===== config.mk =====
export PLATFORM = sky130hd
export DESIGN_NAME = uart_fifo_port
export DESIGN_NICKNAME = d
export VERILOG_FILES = /design/src/rtl/uart_fifo_port.sv
export SDC_FILE = /design/constraint.sdc
export NUM_CORES = 1
export LEC_CHECK = 0
export CAP_MARGIN = 40
export CORE_ASPECT_RATIO = 0.6
export CORE_MARGIN = 5
export CORE_UTILIZATION = 50
export CTS_BUF_LIST = sky130_fd_sc_hd__clkbuf_4
export DETAILED_ROUTE_END_ITERATION = 8
export PLACE_DENSITY = 0.75
export SETUP_SLACK_MARGIN = 0.05
export SLEW_MARGIN = 15
export SYNTH_ARGS = -nofsm -noshare
export SYNTH_HDL_FRONTEND = slang
export SYNTH_SLANG_ARGS = --single-unit
export TNS_END_PERCENT = 20

===== constraint.sdc =====
create_clock -name clk -period 2.65 [get_ports clk]
set_input_delay 0.6625 -clock clk [delete_from_list [all_inputs] [get_ports clk]]
set_output_delay 0.6625 -clock clk [all_outputs]
set_load 0.05 [all_outputs]

===== src/rtl/uart_fifo_port.sv =====
// Memory-mapped 8N1 UART with TX/RX byte FIFOs for the FemtoRV32 IO page.
// Registered read data, no wait states; irq on RX data or any sticky error.

module uart_fifo_port_fifo #(
  parameter int DEPTH_LOG2 = 4
) (
  input  logic       clk,
  input  logic       reset_button,
  input  logic       push,
  input  logic [7:0] wdata,
  input  logic       pop,
  output logic [7:0] head,
  output logic       empty,
  output logic       full,
  output logic       push_ok
);
  localparam int DEPTH = 2 ** DEPTH_LOG2;

  logic [DEPTH_LOG2:0] wr_ptr, rd_ptr;
  logic [7:0]          mem [DEPTH];
  logic                pop_ok;

  assign empty   = (wr_ptr == rd_ptr);
  assign full    = (wr_ptr[DEPTH_LOG2] != rd_ptr[DEPTH_LOG2]) &&
                   (wr_ptr[DEPTH_LOG2-1:0] == rd_ptr[DEPTH_LOG2-1:0]);
  assign pop_ok  = pop & ~empty;
  // A pop in the same cycle frees the slot, so a push into a full FIFO is still taken.
  assign push_ok = push & (~full | pop_ok);
  assign head    = mem[rd_ptr[DEPTH_LOG2-1:0]];

  // NOTE: sequential state uses non-blocking assignments so every flop samples pre-edge values.
  always_ff @(posedge clk or negedge reset_button) begin
    if (!reset_button) begin
      wr_ptr <= '0;
      rd_ptr <= '0;
    end else begin
      if (push_ok) wr_ptr <= wr_ptr + 1'b1;
      if (pop_ok)  rd_ptr <= rd_ptr + 1'b1;
    end
  end

  // NOTE: storage is not reset; the pointers alone define which entries are valid.
  always_ff @(posedge clk) begin
    if (push_ok) mem[wr_ptr[DEPTH_LOG2-1:0]] <= wdata;
  end
endmodule

module uart_fifo_port #(
  parameter int CLKS_PER_BIT = 217,
  parameter int DEPTH_LOG2   = 4
) (
  input  logic        clk,
  input  logic        reset_button,
  input  logic        sel,
  input  logic        reg_addr,
  input  logic [31:0] mem_wdata,
  input  logic        mem_wstrb,
  input  logic        mem_rstrb,
  output logic [31:0] mem_rdata,
  output logic        mem_rbusy,
  input  logic        rx,
  output logic        tx,
  output logic        irq
);
  localparam int CW = (CLKS_PER_BIT > 1) ? $clog2(CLKS_PER_BIT) : 1;
  localparam logic [CW-1:0] BIT_LAST = CW'(CLKS_PER_BIT - 1);
  localparam logic [CW-1:0] BIT_HALF = CW'(CLKS_PER_BIT / 2 - 1);

  typedef enum logic [1:0] {TX_IDLE, TX_START, TX_DATA, TX_STOP} tx_state_t;
  typedef enum logic [2:0] {RX_IDLE, RX_START, RX_DATA, RX_STOP, RX_BREAK} rx_state_t;

  logic data_wr, data_rd, stat_wr, stat_rd;
  assign data_wr = sel & mem_wstrb & ~reg_addr;
  assign data_rd = sel & mem_rstrb & ~reg_addr;
  assign stat_wr = sel & mem_wstrb &  reg_addr;
  assign stat_rd = sel & mem_rstrb &  reg_addr;

  logic unused_wdata;
  assign unused_wdata = ^mem_wdata[31:8];
  assign mem_rbusy    = 1'b0;

  logic [7:0] tx_head, rx_head, rx_shift;
  logic       tx_empty, tx_full, tx_push_ok, tx_pop;
  logic       rx_empty, unused_rx_full, rx_push_ok, rx_push;

  uart_fifo_port_fifo #(.DEPTH_LOG2(DEPTH_LOG2)) u_tx_fifo (
    .clk, .reset_button, .push(data_wr), .wdata(mem_wdata[7:0]), .pop(tx_pop),
    .head(tx_head), .empty(tx_empty), .full(tx_full), .push_ok(tx_push_ok)
  );

  uart_fifo_port_fifo #(.DEPTH_LOG2(DEPTH_LOG2)) u_rx_fifo (
    .clk, .reset_button, .push(rx_push), .wdata(rx_shift), .pop(data_rd),
    .head(rx_head), .empty(rx_empty), .full(unused_rx_full), .push_ok(rx_push_ok)
  );

  // ---------------- transmitter ----------------
  tx_state_t     tx_state, tx_state_n;
  logic [CW-1:0] tx_cnt, tx_cnt_n;
  logic [2:0]    tx_bit, tx_bit_n;
  logic [7:0]    tx_shift, tx_shift_n;
  logic          tx_n;

  always_ff @(posedge clk or negedge reset_button) begin
    if (!reset_button) begin
      tx_state <= TX_IDLE;
      tx_cnt   <= '0;
      tx_bit   <= '0;
      tx_shift <= '0;
      tx       <= 1'b1;
    end else begin
      tx_state <= tx_state_n;
      tx_cnt   <= tx_cnt_n;
      tx_bit   <= tx_bit_n;
      tx_shift <= tx_shift_n;
      tx       <= tx_n;
    end
  end

  // NOTE: every output of this block gets a default first, so no path can infer a latch.
  always_comb begin
    tx_state_n = tx_state;
    tx_cnt_n   = tx_cnt + CW'(1);
    tx_bit_n   = tx_bit;
    tx_shift_n = tx_shift;
    tx_pop     = 1'b0;
    unique case (tx_state)
      TX_IDLE: begin
        tx_cnt_n = '0;
        if (!tx_empty) begin
          tx_pop     = 1'b1;
          tx_shift_n = tx_head;
          tx_state_n = TX_START;
        end
      end
      TX_START: if (tx_cnt == BIT_LAST) begin
        tx_cnt_n   = '0;
        tx_bit_n   = '0;
        tx_state_n = TX_DATA;
      end
      TX_DATA: if (tx_cnt == BIT_LAST) begin
        tx_cnt_n = '0;
        if (tx_bit == 3'd7) begin
          tx_state_n = TX_STOP;
        end else begin
          tx_bit_n   = tx_bit + 3'd1;
          tx_shift_n = {1'b0, tx_shift[7:1]};
        end
      end
      TX_STOP: if (tx_cnt == BIT_LAST) begin
        tx_cnt_n = '0;
        if (!tx_empty) begin
          tx_pop     = 1'b1;
          tx_shift_n = tx_head;
          tx_state_n = TX_START;
        end else begin
          tx_state_n = TX_IDLE;
        end
      end
      default: tx_state_n = TX_IDLE;
    endcase
    // The line level is registered from the next state so tx never glitches.
    unique case (tx_state_n)
      TX_START: tx_n = 1'b0;
      TX_DATA:  tx_n = tx_shift_n[0];
      default:  tx_n = 1'b1;
    endcase
  end

  // ---------------- receiver ----------------
  rx_state_t     rx_state, rx_state_n;
  logic [1:0]    rx_sync;
  logic          rx_s, rx_prev;
  logic [CW-1:0] rx_cnt, rx_cnt_n;
  logic [2:0]    rx_bit, rx_bit_n;
  logic [7:0]    rx_shift_n;
  logic          frame_err_set;

  assign rx_s = rx_sync[1];

  always_ff @(posedge clk or negedge reset_button) begin
    if (!reset_button) begin
      rx_sync  <= 2'b11;
      rx_prev  <= 1'b1;
      rx_state <= RX_IDLE;
      rx_cnt   <= '0;
      rx_bit   <= '0;
      rx_shift <= '0;
    end else begin
      rx_sync  <= {rx_sync[0], rx};
      rx_prev  <= rx_s;
      rx_state <= rx_state_n;
      rx_cnt   <= rx_cnt_n;
      rx_bit   <= rx_bit_n;
      rx_shift <= rx_shift_n;
    end
  end

  always_comb begin
    rx_state_n    = rx_state;
    rx_cnt_n      = rx_cnt + CW'(1);
    rx_bit_n      = rx_bit;
    rx_shift_n    = rx_shift;
    rx_push       = 1'b0;
    frame_err_set = 1'b0;
    unique case (rx_state)
      RX_IDLE: begin
        rx_cnt_n = '0;
        if (rx_prev && !rx_s) rx_state_n = RX_START;
      end
      RX_START: if (rx_cnt == BIT_HALF) begin
        rx_cnt_n   = '0;
        rx_bit_n   = '0;
        rx_state_n = rx_s ? RX_IDLE : RX_DATA;
      end
      RX_DATA: if (rx_cnt == BIT_LAST) begin
        rx_cnt_n   = '0;
        rx_shift_n = {rx_s, rx_shift[7:1]};
        rx_bit_n   = rx_bit + 3'd1;
        if (rx_bit == 3'd7) rx_state_n = RX_STOP;
      end
      RX_STOP: if (rx_cnt == BIT_LAST) begin
        rx_cnt_n = '0;
        if (rx_s) begin
          rx_push    = 1'b1;
          rx_state_n = RX_IDLE;
        end else begin
          frame_err_set = 1'b1;
          rx_state_n    = RX_BREAK;
        end
      end
      RX_BREAK: begin
        rx_cnt_n = '0;
        if (rx_s) rx_state_n = RX_IDLE;
      end
      default: rx_state_n = RX_IDLE;
    endcase
  end

  // ---------------- sticky flags and bus ----------------
  logic rx_overrun, tx_drop, frame_err, tx_idle;
  logic [31:0] status_word, data_word;

  assign tx_idle     = tx_empty && (tx_state == TX_IDLE);
  assign status_word = {26'b0, frame_err, tx_drop, rx_overrun, tx_idle, tx_full, ~rx_empty};
  assign data_word   = rx_empty ? 32'd0 : {24'b0, rx_head};

  always_ff @(posedge clk or negedge reset_button) begin
    if (!reset_button) begin
      rx_overrun <= 1'b0;
      tx_drop    <= 1'b0;
      frame_err  <= 1'b0;
      mem_rdata  <= '0;
    end else begin
      // Set has priority over a same-cycle clear.
      if (rx_push && !rx_push_ok)          rx_overrun <= 1'b1;
      else if (stat_wr && mem_wdata[3])    rx_overrun <= 1'b0;
      if (data_wr && !tx_push_ok)          tx_drop    <= 1'b1;
      else if (stat_wr && mem_wdata[4])    tx_drop    <= 1'b0;
      if (frame_err_set)                   frame_err  <= 1'b1;
      else if (stat_wr && mem_wdata[5])    frame_err  <= 1'b0;
      if (stat_rd)      mem_rdata <= status_word;
      else if (data_rd) mem_rdata <= data_word;
    end
  end

  assign irq = ~rx_empty | rx_overrun | tx_drop | frame_err;
endmodule

==> results.json, run 1 <==
{
  "setup_ws_ns": -0.4325,
  "final_layout_size_suffix_gt1_share_pct": 29.50,
  "synth_seq_cells": 334,
  "die_y_um": 140.0,
  "die_area_um2": 31710,
  "portBuffers": 24,
  "drv_slew": 0,
  "post-route-period-util_pct": 116.3,
  "relSlewSlack_pct": 53.44,
  "remaining_drc_errors": 0,
  "clockBufferDepth": 3,
  "syn_area_um2": 14070,
  "cts_made_buffers": 78,
  "ys_top_cells_by_area": "edfxtp_1, dfrtp_1, mux4_2",
  "maxCapViolCount": 0,
  "setup_viol": 1,
  "worst_ep_required_time_ns": 1.99,
  "clk_latency_ns": 0.75,
  "clock_sinks": 334,
  "slowest_delay_ns": 0.44,
  "fmax_ghz": 0.3244,
  "synthTopCellsByCount": "edfxtp_1, dfrtp_1, mux4_2",
  "path_class": "reg2out",
  "vias": 7801,
  "grt_max_degree": 36,
  "outcome": "finished with violations",
  "hold_viol_final": 0,
  "synth_area_leader_cell": "edfxtp_1",
  "nNetsFinal": 1039,
  "fill_cells": 2069,
  "wl_per_cell_um": 20.67,
  "via_per_inst": 5.568,
  "syn_inst": 835,
  "synth_top_flop_cell": "edfxtp_1",
  "min_period_ns": 3.083,
  "grt_pass1_vias": 8019,
  "hp-class": "in2reg",
  "p_leak_nw": 6.383,
  "grt-ovfl-total": 0,
  "htreeDepth": 3,
  "avgSynthCellArea_um2": 16.86,
  "pin_count": 74,
  "drt_first_pass_iters": 5,
  "placed_cells": 1258,
  "critPathLaunchType": "register",
  "hpwl_um": 19550,
  "synth.most_common_cell": "edfxtp_1",
  "p_per_area_nw_per_um2": 852.7,
  "wl_um": 28960,
  "ys_async_sr_fraction_pct": 23.35,
  "grt_setup_unrepaired": "yes",
  "skew_ns": 0.05911,
  "tightest_slew_ns": 0.6984,
  "cts_tree": "done",
  "final-instance-count-excl-fill": 1401,
  "core_um2": 27640,
  "path_max_fanout": 3,
  "initialDrtViolationCount": 890,
  "grt_pass1_wl_um": 45660,
  "n_antenna_cell": 0,
  "synth_edf_count": 256,
  "critPathCaptureType": "output pin",
  "num_rows": 47,
  "antenna_found_initial": 0,
  "ir_worst_vdd_mv": 0.3944,
  "start_util_pct": 50.92,
  "synth_cell_types": 61,
  "synth-seq-area-share_pct": 68.52,
  "cp_cell_sequence": "xor2_1 -> nor4_2 -> buf_4 -> nand2_1 -> or4_4 -> buf_6",
  "clk_pin_slew_ns": 0.06,
  "cp_slowest_cell": "or4_4",
  "cts-root-buf": "clkbuf_4",
  "die_x_um": 226.6,
  "gp_congestion": 0.8781,
  "violations": "negative setup slack",
  "areaGrowthSynthToFinish_pct": 15.89,
  "yosysTopAreaCellShare_pct": 54.62,
  "cp.arrival_ns": 2.42,
  "postRouteAntennaNets": 0,
  "fin_util_pct": 59.02,
  "gr-usage-all-layers_pct": 18.98,
  "yosys_warnings": 0
}
[placed cells by master, fill, tap and decap left out, types with 4 or more instances in the layout]
cell | netlist | layout
o21ai_0 | 20 | 20
ha_1 | 24 | 24
buf_4 | 25 | 61
dfstp_2 | 4 | 4
clkdlybuf4s50_1 | 0 | 13
mux4_2 | 64 | 64
a22o_1 | 7 | 7
xor2_1 | 15 | 15
o2111ai_1 | 7 | 7
mux2i_1 | 10 | 10
and2_1 | 14 | 14
inv_1 | 27 | 27
xnor2_1 | 23 | 23
nand4_1 | 12 | 12
o211ai_1 | 6 | 6
nand3_1 | 14 | 14
dlygate4sd2_1 | 0 | 9
mux4_1 | 7 | 7
dfrtp_1 | 74 | 71
mux2_2 | 18 | 18
nor3b_1 | 6 | 6
nand2b_1 | 5 | 5
conb_1 | 1 | 25
a21oi_1 | 9 | 9
a221oi_1 | 4 | 4
nor2b_1 | 4 | 4
nor2_1 | 52 | 51
nor3_1 | 7 | 6
nand2_1 | 44 | 44
clkinv_1 | 0 | 8
clkbuf_4 | 0 | 125
edfxtp_1 | 256 | 256
buf_12 | 1 | 14
[power by group]
part / switching [mW] / internal (mW)
Sequential: 0.359 / 5.92
Clock: 1.97 / 2.42
Combinational: 1.74 / 1.50
Total: 4.07 / 9.84
[path summary, 6_finish.rpt]
path	startpoint	to	slack, ns	cells after the start
max	u_rx_fifo.wr_ptr[1]$_DFFE_PN0P_	irq	-0.43	6
min	rx	rx_sync[0]$_DFF_PN1_	0.36	1
max reg2reg	tx_cnt[0]$_DFF_PN0_	u_tx_fifo.mem[0][1]$_DFFE_PP_	0.22	10
min reg2reg	rx_sync[0]$_DFF_PN1_	rx_sync[1]$_DFF_PN1_	0.36	0
max in group asynchronous	reset_button	tx_shift[3]$_DFFE_PN0P_	1.54	3
min in group asynchronous	reset_button	rx_cnt[6]$_DFF_PN0_	0.41	2
[cells by family (layout without fill, tap and decap cells)]
group | count (synthesis) | count (layout) | synth area share [%]
other cells | 1 | 25 | 0.02664
xor+xnor | 38 | 38 | 2.365
buf+inv | 89 | 264 | 3.378
flops | 334 | 334 | 68.52
compound gates | 71 | 71 | 3.574
mux | 99 | 99 | 13.70
fa+ha+maj | 24 | 24 | 2.134
simple gates | 179 | 179 | 6.303
[what timing repair did]
action | in CTS | in global routing
endpoints found under the setup margin | 10 | 132
gates resized for setup | 12 | 4
setup buffers | 3 | 1
pin swaps | 1 | 1
hold endpoints to repair | 30 | 0
hold buffers | 1 | 0
[sequential cells by signal, summed over array words and instances, names as in the netlist, 8 cells and up]
register,cells
u_rx_fifo.mem,128
u_tx_fifo.mem,128
mem_rdata,8
rx_cnt,8
rx_shift,8
tx_cnt,8
tx_shift,8
[area by class of cell]
type	instances	area [um2]	area share (%)
inverters	27	101.3	0.6213
well taps	367	459.2	2.815
flip-flops and latches	334	9648	59.15
clock buffers	125	938.4	5.753
clock inverters	13	128.9	0.7901
multi-input cells	436	4068	24.94
repair buffers	99	968.4	5.937
[worst max-delay path: cells and delay by family, from the launching register on]
family | cells | cell delay [ns]
xor+xnor | 1 | 0.18
simple gates | 3 | 0.81
buf+inv | 2 | 0.33
flops | 1 | 0.40
[routing by layer]
metal | vias to the layer above | global-route usage (%) | share of wire, %
met4 | 0 | 5.346 | 1.8
met1 | 3928 | 30.17 | 47
met2 | 306 | 24.82 | 42
met3 | 57 | 6.587 | 9.5
li1 | 3510 | - | -
met5 | - | 0 | 0
[stage by stage]
step                setup WS [ns]  setup TNS, ns  power (mW)  hold slack [ns]  cell area [um2]
floorplan                 -0.1750         -5.404       8.751           0.3452            14160
global placement         -0.02788        -0.3767       9.564           0.3523            15190
detailed placement       -0.03643         -1.475       9.628           0.3481            15190
CTS                       -0.5032        -0.5032       14.05           0.2993            16290
global route              -0.6093        -0.6093       14.69           0.2900            16310
finish                    -0.4325        -0.4325       13.91           0.3561            16310
Note: power is estimated with default switching activity, not from simulation.
==> run 2: changes to the inputs <==
PLACE_DENSITY = default   (was 0.75)
PLACE_DENSITY_LB_ADDON = 0.25   (was default)
==> run 2 against run 1 <==
  * The run still ends with negative setup slack left
  * Utilization is 0.24 points higher
  * Count of clock-buffer cells in the layout is 1 higher
  * Register-to-register slack lost 0.06 ns
  * Via count fell by 0.28%
  * Clock power down 4%
  * Global-route usage increased by 0.38 points
  * Worst setup slack gained 0.043 ns
  * First-iteration DRC count fell by 16%
  * Flip-flop and latch count unchanged
  * Critical endpoint unchanged
  * Largest cell class unchanged
==> results.json, run 2 (same netlist as run 1, synthesis figures left out) <==
{
  "gr-usage-all-layers_pct": 19.37,
  "cts_made_buffers": 77,
  "path_class": "reg2out",
  "nNetsFinal": 1039,
  "grt_setup_unrepaired": "yes",
  "grt_pass1_wl_um": 45770,
  "num_rows": 47,
  "cts_tree": "done",
  "skew_ns": 0.03033,
  "vias": 7779,
  "wl_um": 30040,
  "final_common_cell": "edfxtp_1",
  "clock_sinks": 334,
  "relSlewSlack_pct": 51.14,
  "cp_slowest_cell": "dfrtp_2",
  "via_per_inst": 5.541,
  "grt-ovfl-total": 0,
  "drt_first_pass_iters": 5,
  "final_cell_mix": "edfxtp_1, clkbuf_4, dfrtp_1",
  "htreeDepth": 3,
  "grt_max_degree": 48,
  "cp.arrival_ns": 2.38,
  "final-instance-count-excl-fill": 1404,
  "hold_viol_final": 0,
  "cp_cell_sequence": "xor2_1 -> nor4_2 -> nand2_1 -> or4_4 -> buf_6",
  "die_y_um": 140.0,
  "maxCapViolCount": 0,
  "outcome": "finished with violations",
  "reg2reg_from": "u_rx_fifo.rd_ptr[0]$_DFFE_PN0P_",
  "start_util_pct": 50.92,
  "violations": "negative setup slack",
  "die_x_um": 226.6,
  "portBuffers": 24,
  "post-route-period-util_pct": 114.7,
  "drv_slew": 0,
  "pin_count": 74,
  "p_per_area_nw_per_um2": 847.2,
  "hpwl_um": 19960,
  "wl_per_cell_um": 21.39,
  "slowest_delay_ns": 0.45,
  "worst_ep_required_time_ns": 1.99,
  "clk_pin_slew_ns": 0.06,
  "postRouteAntennaNets": 0,
  "setup_viol": 1,
  "antenna_found_initial": 1,
  "hp-class": "in2reg",
  "setup_tns_ns": -0.3898,
  "core_um2": 27640,
  "p_leak_nw": 6.392,
  "tightest_slew_ns": 0.7329,
  "cts-root-buf": "clkbuf_4",
  "die_area_um2": 31710,
  "final_layout_size_suffix_gt1_share_pct": 30.41,
  "critPathCaptureType": "output pin",
  "gp_congestion": 0.8312,
  "grt_pass1_vias": 7709,
  "clk_latency_ns": 0.73,
  "setup_ws_ns": -0.3898,
  "crit_start": "u_rx_fifo.wr_ptr[0]$_DFFE_PN0P_",
  "critPathLaunchType": "register",
  "clockBufferDepth": 3,
  "hold_start": "rx",
  "remaining_drc_errors": 0,
  "placed_cells": 1258,
  "fmax_ghz": 0.3290,
  "initialDrtViolationCount": 745,
  "ir_worst_vdd_mv": 0.4332,
  "min_period_ns": 3.040,
  "areaGrowthSynthToFinish_pct": 16.38,
  "path_max_fanout": 5
}
[run 2: cell count changes in the layout (fill, tap and decap cells not counted), moves of 2 or more]
| cell | previous run | this run |
|---|---|---|
| nor3_1 | 6 | 4 |
| nor3_2 | 1 | 3 |
| buf_6 | 1 | 5 |
| inv_2 | 1 | 3 |
| and2_1 | 14 | 10 |
| buf_4 | 61 | 54 |
| and2_4 | 0 | 4 |
| bufinv_16 | 3 | 1 |
| buf_12 | 14 | 18 |
| inv_1 | 27 | 25 |
[run 2: critical path: cells and delay by family (launching register included)]
family                    cells  cell delay, ns
xor gates and xnor gates      1            0.18
DFF                           1            0.45
and+or+nand+nor               3            0.85
buffers and inverters         1            0.17
[run 2: layer usage]
| layer | global-route usage, % | wire length [um] | vias up |
|---|---|---|---|
| li1 | - | - | 3500 |
| met1 | 32.58 | 14980 | 3953 |
| met2 | 24.34 | 12060 | 282 |
| met3 | 5.834 | 2601 | 44 |
| met4 | 4.872 | 405 | 0 |
| met5 | 0 | 0 | - |
[run 2: cell type report]
class                   instances  area, um2
flip-flops and latches        334       9648
clock buffers                 126      945.9
multi-input cells             436       4101
inverters                      27      101.3
clock inverters                13      80.08
fillers                      2112      11260
diodes                          1      2.502
well taps                     367      459.2
repair buffers                100       1041
[run 2: stage by stage]
stage | power, mW | setup slack, ns | instance area, um2 | hold slack [ns] | util [%]
floorplan | 8.751 | -0.1750 | 14160 | 0.3452 | -
global placement | 9.659 | -0.1814 | 15240 | 0.3470 | 55.13
global route | 14.60 | -0.5604 | 16380 | 0.2583 | 59.26
detailed placement | 9.708 | -0.1830 | 15240 | 0.3468 | 55.13
finish | 13.88 | -0.3898 | 16380 | 0.3526 | 59.26
CTS | 13.97 | -0.4621 | 16290 | 0.2724 | 58.95
[run 2: what timing repair did]
item / in CTS / in global routing
hold buffers: 1 / 0
pin swaps: 1 / 6
endpoints found under the hold margin: 31 / 0
setup buffers: 2 / 3
endpoints found under the setup margin: 10 / 105
gates resized for setup: 13 / 17
[run 2: power by group]
group          switching (mW)  total (mW)  internal [mW]
Combinational            1.84        3.43           1.59
Clock                    1.98        4.22           2.24
Sequential              0.311        6.23           5.91
Total                    4.12        13.9           9.75
[run 2: path summary, 6_finish.rpt]
path | endpoint | depth (start not counted) | slack (ns)
max | irq | 5 | -0.39
min | rx_sync[0]$_DFF_PN1_ | 1 | 0.35
max reg2reg | mem_rdata[4]$_DFFE_PN0P_ | 6 | 0.16
min reg2reg | rx_sync[1]$_DFF_PN1_ | 0 | 0.36
max in group asynchronous | rx_sync[0]$_DFF_PN1_ | 3 | 1.56
min in group asynchronous | tx_cnt[1]$_DFF_PN0_ | 2 | 0.41
